==> config.mk <==
export PLATFORM = sky130hd
export DESIGN_NAME = seq_det_param
export DESIGN_NICKNAME = d
export VERILOG_FILES = /design/src/rtl/seq_det_pkg.sv /design/src/rtl/seq_det_match_cmp.sv /design/src/rtl/seq_det_param.sv
export SDC_FILE = /design/constraint.sdc
export NUM_CORES = 1
export LEC_CHECK = 0
export CAP_MARGIN = 5
export CORE_MARGIN = 4
export CORE_UTILIZATION = 35
export DETAILED_ROUTE_END_ITERATION = 8
export GPL_ROUTABILITY_DRIVEN = 1
export RECOVER_POWER = 25
export SYNTH_ARGS = -nofsm -noshare
export SYNTH_HDL_FRONTEND = slang
export SYNTH_SLANG_ARGS = --single-unit
==> constraint.sdc <==
create_clock -name clock -period 2.75 [get_ports clock]
set_input_delay 0.55 -clock clock [delete_from_list [all_inputs] [get_ports clock]]
set_output_delay 0.55 -clock clock [all_outputs]
set_load 0.03 [all_outputs]
==> src/rtl/seq_det_pkg.sv <==
// Shared types and defaults for the programmable sequence detector.
package seq_det_pkg;

    typedef enum logic {
        ST_FILL,
        ST_ARMED
    } state_t;

    localparam logic [31:0] DEF_PATTERN = 32'b0001_1101;
    localparam int unsigned DEF_LEN     = 5;
    localparam bit          DEF_OVERLAP = 1'b1;

    function automatic logic len_valid(input int unsigned len, input int unsigned max);
        return (len >= 1) && (len <= max);
    endfunction

endpackage

==> src/rtl/seq_det_match_cmp.sv <==
// Masked compare of the history window against the pattern, low `len` bits only.
module seq_det_match_cmp #(
    parameter int unsigned MAX_LEN = 8,
    parameter int unsigned LEN_W   = 4
) (
    input  logic [MAX_LEN-1:0] window,
    input  logic [MAX_LEN-1:0] pattern,
    input  logic [LEN_W-1:0]   len,
    output logic               hit
);

    logic [MAX_LEN-1:0] mask;

    always_comb begin
        mask = '0;
        for (int unsigned i = 0; i < MAX_LEN; i++) begin
            mask[i] = (LEN_W'(i) < len);
        end
        hit = (((window ^ pattern) & mask) == '0);
    end

endmodule

==> src/rtl/seq_det_param.sv <==
// Runtime-programmable serial sequence detector (Mealy match + registered copy).
// Optional saturating match counter enabled by defining SEQ_DET_COUNT_EN.
module seq_det_param
    import seq_det_pkg::*;
#(
    parameter int unsigned        MAX_LEN     = 8,
    parameter int unsigned        CNT_W       = 8,
    parameter logic [MAX_LEN-1:0] RST_PATTERN = MAX_LEN'(DEF_PATTERN),
    parameter int unsigned        RST_LEN     = DEF_LEN,
    parameter bit                 RST_OVERLAP = DEF_OVERLAP,
    localparam int unsigned       LEN_W       = $clog2(MAX_LEN + 1)
) (
    input  logic               clock,
    input  logic               reset,
    input  logic               datain_valid,
    input  logic               datain,
    input  logic               cfg_load,
    input  logic [MAX_LEN-1:0] cfg_pattern,
    input  logic [LEN_W-1:0]   cfg_len,
    input  logic               cfg_overlap,
    input  logic               count_clr,
    output logic               dataout,
    output logic               dataout_q,
    output logic               cfg_err,
    output logic [CNT_W-1:0]   match_count
);

    state_t             state, state_n;
    logic [MAX_LEN-1:0] hist, hist_n, pat_q, pat_n;
    logic [LEN_W-1:0]   fill, fill_n, fill_inc, len_q, len_n;
    logic               ovl_q, ovl_n, err_n;
    logic [MAX_LEN-1:0] window;
    logic               hit;

    assign window = {hist[MAX_LEN-2:0], datain};

    seq_det_match_cmp #(
        .MAX_LEN (MAX_LEN),
        .LEN_W   (LEN_W)
    ) u_cmp (
        .window  (window),
        .pattern (pat_q),
        .len     (len_q),
        .hit     (hit)
    );

    always_ff @(posedge clock or negedge reset) begin
        if (!reset) state <= ST_FILL;
        else        state <= state_n;
    end

    always_ff @(posedge clock or negedge reset) begin
        if (!reset) begin
            hist      <= '0;
            fill      <= '0;
            pat_q     <= RST_PATTERN;
            len_q     <= LEN_W'(RST_LEN);
            ovl_q     <= RST_OVERLAP;
            cfg_err   <= 1'b0;
            dataout_q <= 1'b0;
        end else begin
            hist      <= hist_n;
            fill      <= fill_n;
            pat_q     <= pat_n;
            len_q     <= len_n;
            ovl_q     <= ovl_n;
            cfg_err   <= err_n;
            dataout_q <= dataout;
        end
    end

    // Any load cycle (accepted or rejected) discards the incoming bit.
    always_comb begin
        dataout = datain_valid && !cfg_load && (state == ST_ARMED) && hit;
    end

    always_comb begin
        state_n  = state;
        hist_n   = hist;
        fill_n   = fill;
        pat_n    = pat_q;
        len_n    = len_q;
        ovl_n    = ovl_q;
        err_n    = 1'b0;
        fill_inc = (fill == len_q) ? fill : fill + LEN_W'(1);
        if (cfg_load) begin
            if (len_valid(32'(cfg_len), MAX_LEN)) begin
                pat_n   = cfg_pattern;
                len_n   = cfg_len;
                ovl_n   = cfg_overlap;
                hist_n  = '0;
                fill_n  = '0;
                state_n = (cfg_len == LEN_W'(1)) ? ST_ARMED : ST_FILL;
            end else begin
                err_n = 1'b1;
            end
        end else if (datain_valid) begin
            hist_n = window;
            if (dataout && !ovl_q) begin
                fill_n  = '0;
                state_n = (len_q == LEN_W'(1)) ? ST_ARMED : ST_FILL;
            end else begin
                fill_n  = fill_inc;
                state_n = (fill_inc >= len_q - LEN_W'(1)) ? ST_ARMED : ST_FILL;
            end
        end
    end

`ifdef SEQ_DET_COUNT_EN
    logic [CNT_W-1:0] cnt_q;

    always_ff @(posedge clock or negedge reset) begin
        if (!reset)                     cnt_q <= '0;
        else if (count_clr)             cnt_q <= '0;
        else if (dataout && cnt_q != '1) cnt_q <= cnt_q + CNT_W'(1);
    end

    assign match_count = cnt_q;
`else
    logic unused_count_clr;
    assign unused_count_clr = count_clr;
    assign match_count      = '0;
`endif

endmodule

==> results.yml, run 1 <==
setup_path:
  max_stage_delay_ps: 550
  slowest_stage: "dfstp_2"
  path_class: "reg -> out"
  path_max_fanout: 5
  endpoint_kind: "primary output"
  cp.required_ps: 2200
  start_kind: "flop"
  crit_path_cell_trace: "buf_4, ha_1, or3b_4, a21oi_2, a21oi_2, nor3_2, buf_4"
  cpLargestDelayFamily: "simple AND/OR/NAND/NOR gates"
  arrival_ps: 2090
  crit_buf_inv: 2
clocking:
  root_buffer: "clkbuf_8"
  cts.reportedPaths.clkPinSlew_ps: 90
  clkLatencyLatePin_ps: 270
  ctsHoldBuffers: 0
  cts_tree: "done"
  cts.path.max_buffers: 2
  cts_sinks: 27
  cts_buffers: 3
  htreeDepth: 1
grt:
  grt_max_degree: 28
  grt_first_pass_wirelength_um: 5540
  grt_pass1_vias: 1233
  overflow: 0
  antenna_found_initial: 0
  grt_usage: 0.114
die:
  fp.coreArea_um2: 4440
  die_area_um2: 5860
  fp.dieW_um: 76.6
  start_util: 0.370
  num_rows: 24
  die_h_um: 76.6
  io_pins: 30
layout:
  antenna_cells: 0
  syn_to_final_growth_pct: 17.4
  post-route-util: 0.435
  nets: 206
  drive_gt1_frac: 0.258
sta:
  tightestPinTransition_ps: 1440
  max_freq_mhz: 379
  setup_slack_ps: 111
  rsz0062_at_grt: "false"
  clock-skew-final_ps: 6.91
  maxSlewHeadroom: 0.0429
  slew_violations: 0
  hold_viol: 0
  setup_tns_ps: 0
  fin_crit_sh: 0.960
  setup_viol: 0
  min_period_ps: 2640
detailed_routing:
  vias: 1154
  drt_wl_total_um: 3180
  drt_pass1_iterations: 4
  wl_per_cell_um: 13.8
  drtAntennaViolNets: 0
  viasPerCell: 5.02
  drc: 0
  drt-initial-drc-count: 37
placement:
  dp_slack_ps: 125
  dpl.hpwl_um: 2430
  port_buffers: 20
  gp_congestion: 0.777
yosys:
  yosys.area_share.adder: 0.0608
  syn_avg_cell_area_um2: 10.8
  synthXorXnorAreaFrac: 0.0958
  seq_area_frac_synth: 0.416
  synth-simple-area-share: 0.168
  synth_top_family_by_area: "simple AND/OR/NAND/NOR gates"
  yosysWarnings: 0
  synth_seq_cells: 27
  synth_compound_area_frac: 0.0920
  synth_cell_types: 37
  synth_area_um2: 1650
  synthMuxAreaShare: 0.0890
  synthCells: 152
power_and_ir_drop:
  max-vdd-ir-drop_mv: 0.414
  power.leakage_nw: 0.885
  powerDensity_nw_per_um2: 653
min_path:
  min_path_type: "reg -> reg"
job:
  maxCapViolations: 0
outcome:
  status: "complete, no violations"
==> cells by family after synthesis <==
kind of cell,Yosys count
compound gates,21
xor+xnor,18
fa+ha+maj,8
buf+inv,16
flops,27
mux,13
other cells,1
simple gates,48
==> state kept, by name, summed over array words and instances, names as in the netlist <==
register / flops
dataout_q: 1
fill: 4
ovl_q: 1
pat_q: 8
len_q: 4
state: 1
hist: 7
cfg_err: 1
==> worst paths after layout <==
path / start / endpoint / slack (ps) / cells past startpoint
max: len_q[0] / dataout / 110 / 7
min: hist[0] / hist[1] / 530 / 2
max reg2reg: len_q[2] / state / 200 / 11
min reg2reg: hist[0] / hist[1] / 530 / 2
max in group asynchronous: reset / hist[0] / 770 / 2
min in group asynchronous: reset / fill[2] / 1140 / 2
==> repair_timing <==
item,4_1_cts,5_1_grt
buffers inserted,0,2
setup endpoints to repair,1,2
pin swaps,0,2
gates cloned,0,0
gates resized for setup,1,0
==> power by group <==
part	leakage, nW	total [mW]	switching (mW)	internal (mW)
sequential	0.335	0.541	0.0661	0.475
clock	0.0255	0.223	0.121	0.101
combinational	0.525	0.499	0.238	0.260
total	0.885	1.26	0.426	0.836
==> synth_stat cells <==
cell type / n / area share
a21o_1: 2 / 0.0091
a21oi_1: 6 / 0.018
a21oi_2: 2 / 0.011
a221o_1: 1 / 0.0061
a22o_2: 3 / 0.018
a2bb2oi_1: 1 / 0.0053
a31oi_1: 1 / 0.0038
and2_2: 1 / 0.0046
buf_2: 2 / 0.0061
buf_4: 8 / 0.037
buf_6: 3 / 0.021
clkbuf_8: 1 / 0.0084
conb_1: 1 / 0.0023
dfrtp_1: 20 / 0.30
dfstp_2: 7 / 0.11
ha_1: 8 / 0.061
inv_1: 2 / 0.0046
mux2_2: 13 / 0.089
nand2_1: 16 / 0.037
nand2b_1: 3 / 0.011
nand3_1: 10 / 0.030
nor2_1: 4 / 0.0091
nor2_2: 1 / 0.0038
nor2b_1: 3 / 0.011
nor3_1: 3 / 0.0091
nor4_1: 1 / 0.0038
nor4_4: 2 / 0.026
nor4b_1: 1 / 0.0053
o2111ai_1: 1 / 0.0053
o21ai_0: 2 / 0.0061
o21bai_1: 1 / 0.0046
o31ai_1: 1 / 0.0046
or2b_2: 1 / 0.0053
or3_2: 1 / 0.0046
or3b_4: 1 / 0.0068
xnor2_1: 6 / 0.032
xor2_1: 12 / 0.064
==> metal layers <==
layer / routed length (um) / global-route usage / share of wire / up-vias
li1: - / - / - / 561
met1: 1370 / 0.137 / 0.43 / 566
met2: 1630 / 0.205 / 0.51 / 25
met3: 164 / 0.0378 / 0.052 / 2
met4: 8 / 0.00906 / 0.0025 / 0
met5: 0 / 0 / 0 / -
==> worst register-to-register path, cell delays in order (launching register included) <==
cell and delay [ps]:
dfstp_2 560, xor2_1 100, nor4_4 360, buf_4 180
xor2_1 170, ha_1 250, nand2b_1 140, a21o_1 170
a21o_1 170, a21oi_1 140, or3_2 120, nand3_1 60
==> cell type report <==
class	instances	area [um2]
Clock buffer	3	41.3
Clock inverter	1	5.00
Fill cell	435	2510
Inverter	2	7.51
Multi-Input combinational cell	116	867
Sequential cell	27	684
Tap cell	52	65.1
Timing Repair Buffer	29	262
==> metrics by stage <==
step / hold WS, ps / cells / instance area, um2 / total power, mW
2_1_floorplan: 254 / 159 / 1670 / 0.919
3_3_place_gp: 488 / 224 / 1870 / 1.01
3_5_place_dp: 505 / 224 / 1870 / 1.04
4_1_cts: 532 / 228 / 1920 / 1.27
5_1_grt: 562 / 230 / 1930 / 1.36
6_report: 525 / 230 / 1930 / 1.26
==> placed cells by master (no fill, tap or decap), types with 2 or more instances in the layout <==
master and count:
dfrtp_1 20, clkdlybuf4s50_1 18, nand2_1 16, mux2_2 13
xor2_1 12, nand3_1 10, buf_4 9, ha_1 8
conb_1 8, dfstp_2 7, xnor2_1 6, a21oi_1 6
nor2_1 4, nor2b_1 3, nand2b_1 3, a22o_2 3
clkbuf_8 3, nor3_1 2, inv_1 2, a21oi_2 2
o21ai_0 2, nor4_4 2, a21o_1 2
No activity file was read; power rests on OpenSTA's default activity.
==> run 2: changes to the inputs <==
CORE_UTILIZATION = 52   (was 35)
PLACE_DENSITY = 0.79   (was default)
SLEW_MARGIN = 40   (was default)
==> run 2 against run 1 <==
Compared with the run above:
- global-route usage grew 4.3 points
- non-clock buffer count is 3 lower
- via count fell by 1.2%
- routed wire length is 5.7% lower
- first-iteration DRC count shrank 68%
- hold slack better by 15 ps
- critical endpoint unchanged
- highest routed layer unchanged
==> results.yml, run 2 (same netlist as run 1, synthesis figures left out) <==
sta:
  hold_viol: 0
  tightestPinTransition_ps: 1420
  clock-skew-final_ps: 6.44
  setup_slack_ps: 113
  slew_violations: 0
  setup_viol: 0
  setup_tns_ps: 0
  maxSlewHeadroom: 0.0558
  max_freq_mhz: 379
  rsz0062_at_grt: "true"
  fin_crit_sh: 0.959
  hold_slack_ps: 540
  min_period_ps: 2640
setup_path:
  endpoint_kind: "primary output"
  cp.required_ps: 2200
  r2r-end: "state"
  slowest_stage: "dfstp_2"
  max_stage_delay_ps: 620
  path_class: "reg -> out"
  path_max_fanout: 6
  r2r_start: "len_q[1]"
  cp-endpoint: "dataout"
  start_kind: "flop"
  cpLargestDelayFamily: "flip-flops"
  critical_path.most_common_cell: "a21oi_2"
  cp.depth: 6
  crit_start: "len_q[0]"
  crit_path_cell_trace: "ha_1, or3b_4, a21oi_2, a21oi_2, nor3_2, buf_4"
  arrival_ps: 2090
  r2r_setup_slack_ps: 120
  crit_buf_inv: 1
  r2r_cells: 9
detailed_routing:
  drt_wl_total_um: 3000
  viasPerCell: 5.21
  wl_per_cell_um: 13.7
  vias: 1140
  drt_pass1_iterations: 4
  drt-initial-drc-count: 12
  drc: 0
  drtAntennaViolNets: 0
clocking:
  cts_buffers: 3
  cts.reportedPaths.clkPinSlew_ps: 150
  root_buffer: "clkbuf_4"
  ctsHoldBuffers: 0
  clkLatencyLatePin_ps: 330
  cts_sinks: 27
  htreeDepth: 1
  cts.path.max_buffers: 2
  cts_tree: "done"
placement:
  dpl_cell_area_um2: 1840
  gp_congestion: 0.823
  dp_slack_ps: 68.1
  dpl.hpwl_um: 2330
  port_buffers: 20
grt:
  met2_usage: 0.296
  grt.busiest_layer: "met2"
  grt_usage: 0.157
  globalRouteMet1Util: 0.171
  overflow: 0
  grt_pass1_vias: 1241
  antenna_found_initial: 0
  grt_max_degree: 28
  grt_first_pass_wirelength_um: 5210
  met3_usage: 0.0299
die:
  start_util: 0.543
  die_area_um2: 4130
  fp.dieW_um: 64.3
  fp.coreArea_um2: 3030
  num_rows: 20
  die_h_um: 64.3
  io_pins: 30
layout:
  post-route-util: 0.622
  drive_gt1_frac: 0.246
  nFillCells: 255
  fin_area_um2: 1880
  antenna_cells: 0
  reg.largest.list: "pat_q x8, hist x7"
  nets: 203
  layout_common_cells: "20 x dfrtp_1, 18 x clkdlybuf4s50_1, 16 x nand2_1, 13 x mux2_2, 12 x xor2_1"
  layout_commonest_cell: "dfrtp_1"
  syn_to_final_growth_pct: 14.4
  largest_reg_flops: 8
  regMostFlops: "pat_q"
power_and_ir_drop:
  power.leakage_nw: 0.858
  max-vdd-ir-drop_mv: 0.414
  powerDensity_nw_per_um2: 635
job:
  maxCapViolations: 0
min_path:
  min_path_type: "reg -> reg"
  hold_path_depth: 2
outcome:
  status: "complete, no violations"
[run 2: routing by layer]
metal / share of wire / routed length (um) / vias up
li1: - / - / 553
met1: 0.42 / 1260 / 559
met2: 0.53 / 1590 / 22
met3: 0.036 / 108 / 6
met4: 0.016 / 49 / 0
met5: 0 / 0 / -
[run 2: final cells by class]
cell class                      count  area, um2  share of cell area
Multi-Input combinational cell    116        867               0.460
Sequential cell                    27        684               0.363
Timing Repair Buffer               26        239               0.127
Tap cell                           44       55.1              0.0292
Clock buffer                        3       22.5              0.0120
Clock inverter                      1       7.51             0.00399
Inverter                            2       7.51             0.00399
[run 2: worst min-delay path by stage]
| stage | startpoint | to | slack, ps |
|---|---|---|---|
| 2_1_floorplan | reset | cfg_err | 250 |
| 3_3_place_gp | hist[5] | hist[6] | 490 |
| 3_5_place_dp | hist[3] | hist[4] | 510 |
| 4_1_cts | hist[3] | hist[4] | 540 |
| 5_1_grt | hist[6] | hist[6] | 570 |
| 6_report | hist[0] | hist[1] | 540 |
[run 2: metrics by stage]
step / instances / total power [mW]
2_1_floorplan: 159 / 0.919
3_3_place_gp: 214 / 0.995
3_5_place_dp: 214 / 1.03
4_1_cts: 218 / 1.20
5_1_grt: 219 / 1.29
6_report: 219 / 1.20
[run 2: worst reg2reg max path, delay by kind of cell, from the launching register on]
kind	cells	cell delay [ps]
and+or+nand+nor	3	910
DFF	1	490
muxes	1	400
adders and majority gates	1	280
AOI/OAI and AO/OA	3	270
xor gates and xnor gates	1	220
[run 2: power breakdown]
| group | leakage [nW] | internal, mW | switching (mW) |
|---|---|---|---|
| combinational | 0.509 | 0.245 | 0.226 |
| clock | 0.0139 | 0.0557 | 0.119 |
| sequential | 0.335 | 0.475 | 0.0753 |
| total | 0.858 | 0.775 | 0.420 |
[run 2: repair_timing]
| action | in CTS | in global routing |
|---|---|---|
| gates resized for setup | 0 | 1 |
| setup endpoints to repair | 0 | 2 |
| setup buffers | 0 | 1 |
| hold endpoints to repair | 0 | 0 |
==> run 3: changes to the inputs <==
CELL_PAD_IN_SITES_DETAIL_PLACEMENT = 2   (was default)
CELL_PAD_IN_SITES_GLOBAL_PLACEMENT = 2   (was default)
CORE_UTILIZATION = 32   (was 52)
HOLD_SLACK_MARGIN = 0.05   (was default)
PLACE_DENSITY = default   (was 0.79)
PLACE_DENSITY_LB_ADDON = 0.1   (was default)
SYNTH_HIERARCHICAL = 1   (was default)
==> run 3 against run 2 <==
Compared with the run above:
- the run now ends with capacitance limit, slew limit left
- worst setup slack worse by 28 ps
- hold slack better by 1.2 ps
- clock power is 33% higher
- sequential power is 0.9% higher
- largest power group unchanged
- final area is 8.3% higher
- critical endpoint is now state
- synthesized cell count is 6.6% higher
- power is 10% higher
- global-route usage is 0.56 points lower
- critical path type is now reg -> reg
- flip-flop and latch count stayed put
- area after synthesis is 0.84% lower
==> results.yml, run 3 <==
outcome:
  status: "finished, violations left"
  violations: "capacitance limit, slew limit"
yosys:
  synth_top_family_by_area: "compound AO/OA/AOI/OAI gates"
  synth_seq_cells: 27
  seq_area_frac_synth: 0.419
  synthCells: 162
  yosysMostFrequentCell: "dfrtp_1"
  yosys.area_share.adder: 0.0537
  synth_area_leaders: "dfrtp_1 31%, dfstp_2 11%, mux2_2 7.6%"
  synth_cell_types: 44
  synth_compound_area_frac: 0.145
  synth_edf_count: 0
  yosys.area.top_type: "dfrtp_1"
  synthMuxAreaShare: 0.0821
  synth-simple-area-share: 0.140
  synthTopCellsByCount: "20 x dfrtp_1, 18 x nand2_1, 14 x o21ai_0"
  synth_ff_type: "dfrtp_1"
  synth_area_um2: 1630
  yosysWarnings: 6
  synth_top_area_frac: 0.307
  async_flop_share: 1.00
  synthXorXnorAreaFrac: 0.0966
  syn_avg_cell_area_um2: 10.1
sta:
  fin_crit_sh: 0.969
  slew_violations: 28
  rsz0062_at_grt: "true"
  max_freq_mhz: 375
  setup_viol: 0
  maxSlewHeadroom: -0.0291
  tightestPinTransition_ps: 1540
  setup_tns_ps: 0
  clock-skew-final_ps: 8.37
  hold_slack_ps: 542
  min_period_ps: 2670
  hold_viol: 0
power_and_ir_drop:
  power_mw: 1.32
  power.leakage_nw: 0.848
  powerDensity_nw_per_um2: 648
  max-vdd-ir-drop_mv: 0.202
placement:
  port_buffers: 20
  place_inst: 252
  gp_congestion: 0.761
  dpl.hpwl_um: 3270
die:
  fp.coreArea_um2: 4820
  num_rows: 25
  io_pins: 30
  fp.dieW_um: 79.4
  start_util: 0.339
  die_area_um2: 6310
  die_h_um: 79.4
setup_path:
  slowest_stage: "dfstp_2"
  crit_path_cell_trace: "buf_4, xnor2_1, nand4_1, buf_6, xnor2_2, ha_1, or3b_2, o2111ai_2, a311o_1, a31oi_1"
  cpLargestDelayFamily: "simple AND/OR/NAND/NOR gates"
  crit_buf_inv: 2
  start_kind: "flop"
  r2r_setup_slack_ps: 80
  endpoint_kind: "flop"
  cp.required_ps: 2910
  path_max_fanout: 6
  arrival_ps: 2830
  max_stage_delay_ps: 580
  path_class: "reg -> reg"
grt:
  antenna_found_initial: 0
  grt_first_pass_wirelength_um: 7460
  grt_max_degree: 28
  overflow: 0
  grt_pass1_vias: 1433
  grt_usage: 0.152
clocking:
  cts.reportedPaths.clkPinSlew_ps: 100
  root_buffer: "clkbuf_8"
  clkLatencyLatePin_ps: 280
  cts_buffers: 3
  cts_tree: "done"
  ctsHoldBuffers: 0
  cts.path.max_buffers: 2
  htreeDepth: 1
  cts_sinks: 27
layout:
  syn_to_final_growth_pct: 25.0
  antenna_cells: 0
  drive_gt1_frac: 0.246
  reg.largest.list: "pat_q x8, hist x7"
  largest_reg_flops: 8
  instances_no_fill: 258
  layout_commonest_cell: "dfrtp_1"
  nets: 218
  area.sequential_um2: 686
  multi_input_area_um2: 921
  regMostFlops: "pat_q"
  nFillCells: 523
  layout_common_cells: "19 x dfrtp_1, 18 x clkdlybuf4s50_1, 17 x nand2_1, 13 x o21ai_0, 11 x mux2_2"
detailed_routing:
  wl_per_cell_um: 17.5
  drc: 0
  drtAntennaViolNets: 0
  vias: 1296
  drt_pass1_iterations: 4
  drt_wl_total_um: 4510
  viasPerCell: 5.02
  drt-initial-drc-count: 42
min_path:
  min_path_type: "reg -> reg"
job:
  maxCapViolations: 1
run 3: cell count changes after synthesis, moves of 3 or more:
cell / before / now
xnor2_1: 6 / 9
xor2_1: 12 / 9
nand3_1: 10 / 2
nor2b_1: 3 / 0
a22o_2: 3 / 0
or3_1: 0 / 3
o21ai_0: 2 / 14
a31oi_1: 1 / 4
run 3: power by group:
| group | switching, mW | internal, mW | total, mW |
|---|---|---|---|
| sequential | 0.0828 | 0.472 | 0.555 |
| clock | 0.129 | 0.104 | 0.233 |
| combinational | 0.261 | 0.272 | 0.534 |
run 3: cell type report:
| type | count | share of cell area |
|---|---|---|
| timing repair buffer | 30 | 0.142 |
| clock buffer | 4 | 0.0221 |
| tap | 67 | 0.0411 |
| sequential | 27 | 0.336 |
| inverter | 4 | 0.00736 |
| multi-input combinational | 126 | 0.452 |
run 3: path summary, 6_finish.rpt:
kind	cells after the start	endpoint	start
max in group asynchronous	2	len_q[1]	reset
setup / recovery	10	state	len_q[2]
hold / removal	2	hist[2]	hist[1]
setup reg to reg	10	state	len_q[2]
hold reg to reg	2	hist[2]	hist[1]
min in group asynchronous	2	dataout_q	reset
run 3: worst reg2reg max path, stage by stage (launching register included):
cell,delay [ps]
dfstp_2,580
buf_4,150
xnor2_1,150
nand4_1,180
buf_6,180
xnor2_2,140
ha_1,290
or3b_2,460
o2111ai_2,110
a311o_1,240
a31oi_1,90
run 3: cell families after synthesis:
group	Yosys count
buf+inv	16
xor+xnor	18
compound gates	37
simple gates	44
fa+ha+maj	7
mux	12
other cells	1
flops	27
run 3: through the flow:
stage / setup slack, ps / utilization / cell area [um2]
4_1_cts: 7.85 / 0.415 / 2000
6_report: 84.3 / 0.423 / 2040
5_1_grt: -42.3 / 0.423 / 2040
3_3_place_gp: 265 / 0.401 / 1930
2_1_floorplan: 248 / - / 1660
3_5_place_dp: 147 / 0.401 / 1930
run 3: per-layer routing:
| layer | part of all wire | GRT usage | vias to the layer above |
|---|---|---|---|
| met2 | 0.49 | 0.263 | 33 |
| met3 | 0.039 | 0.0181 | 6 |
| met5 | 0 | 0 | - |
| met4 | 0.013 | 0.0412 | 0 |
| met1 | 0.46 | 0.198 | 644 |
| li1 | - | - | 613 |
run 3: what timing repair did:
action | in CTS | in global routing
endpoints found under the setup margin | 1 | 2
buffers inserted | 1 | 1
resized for setup | 3 | 10
pin swaps | 2 | 4
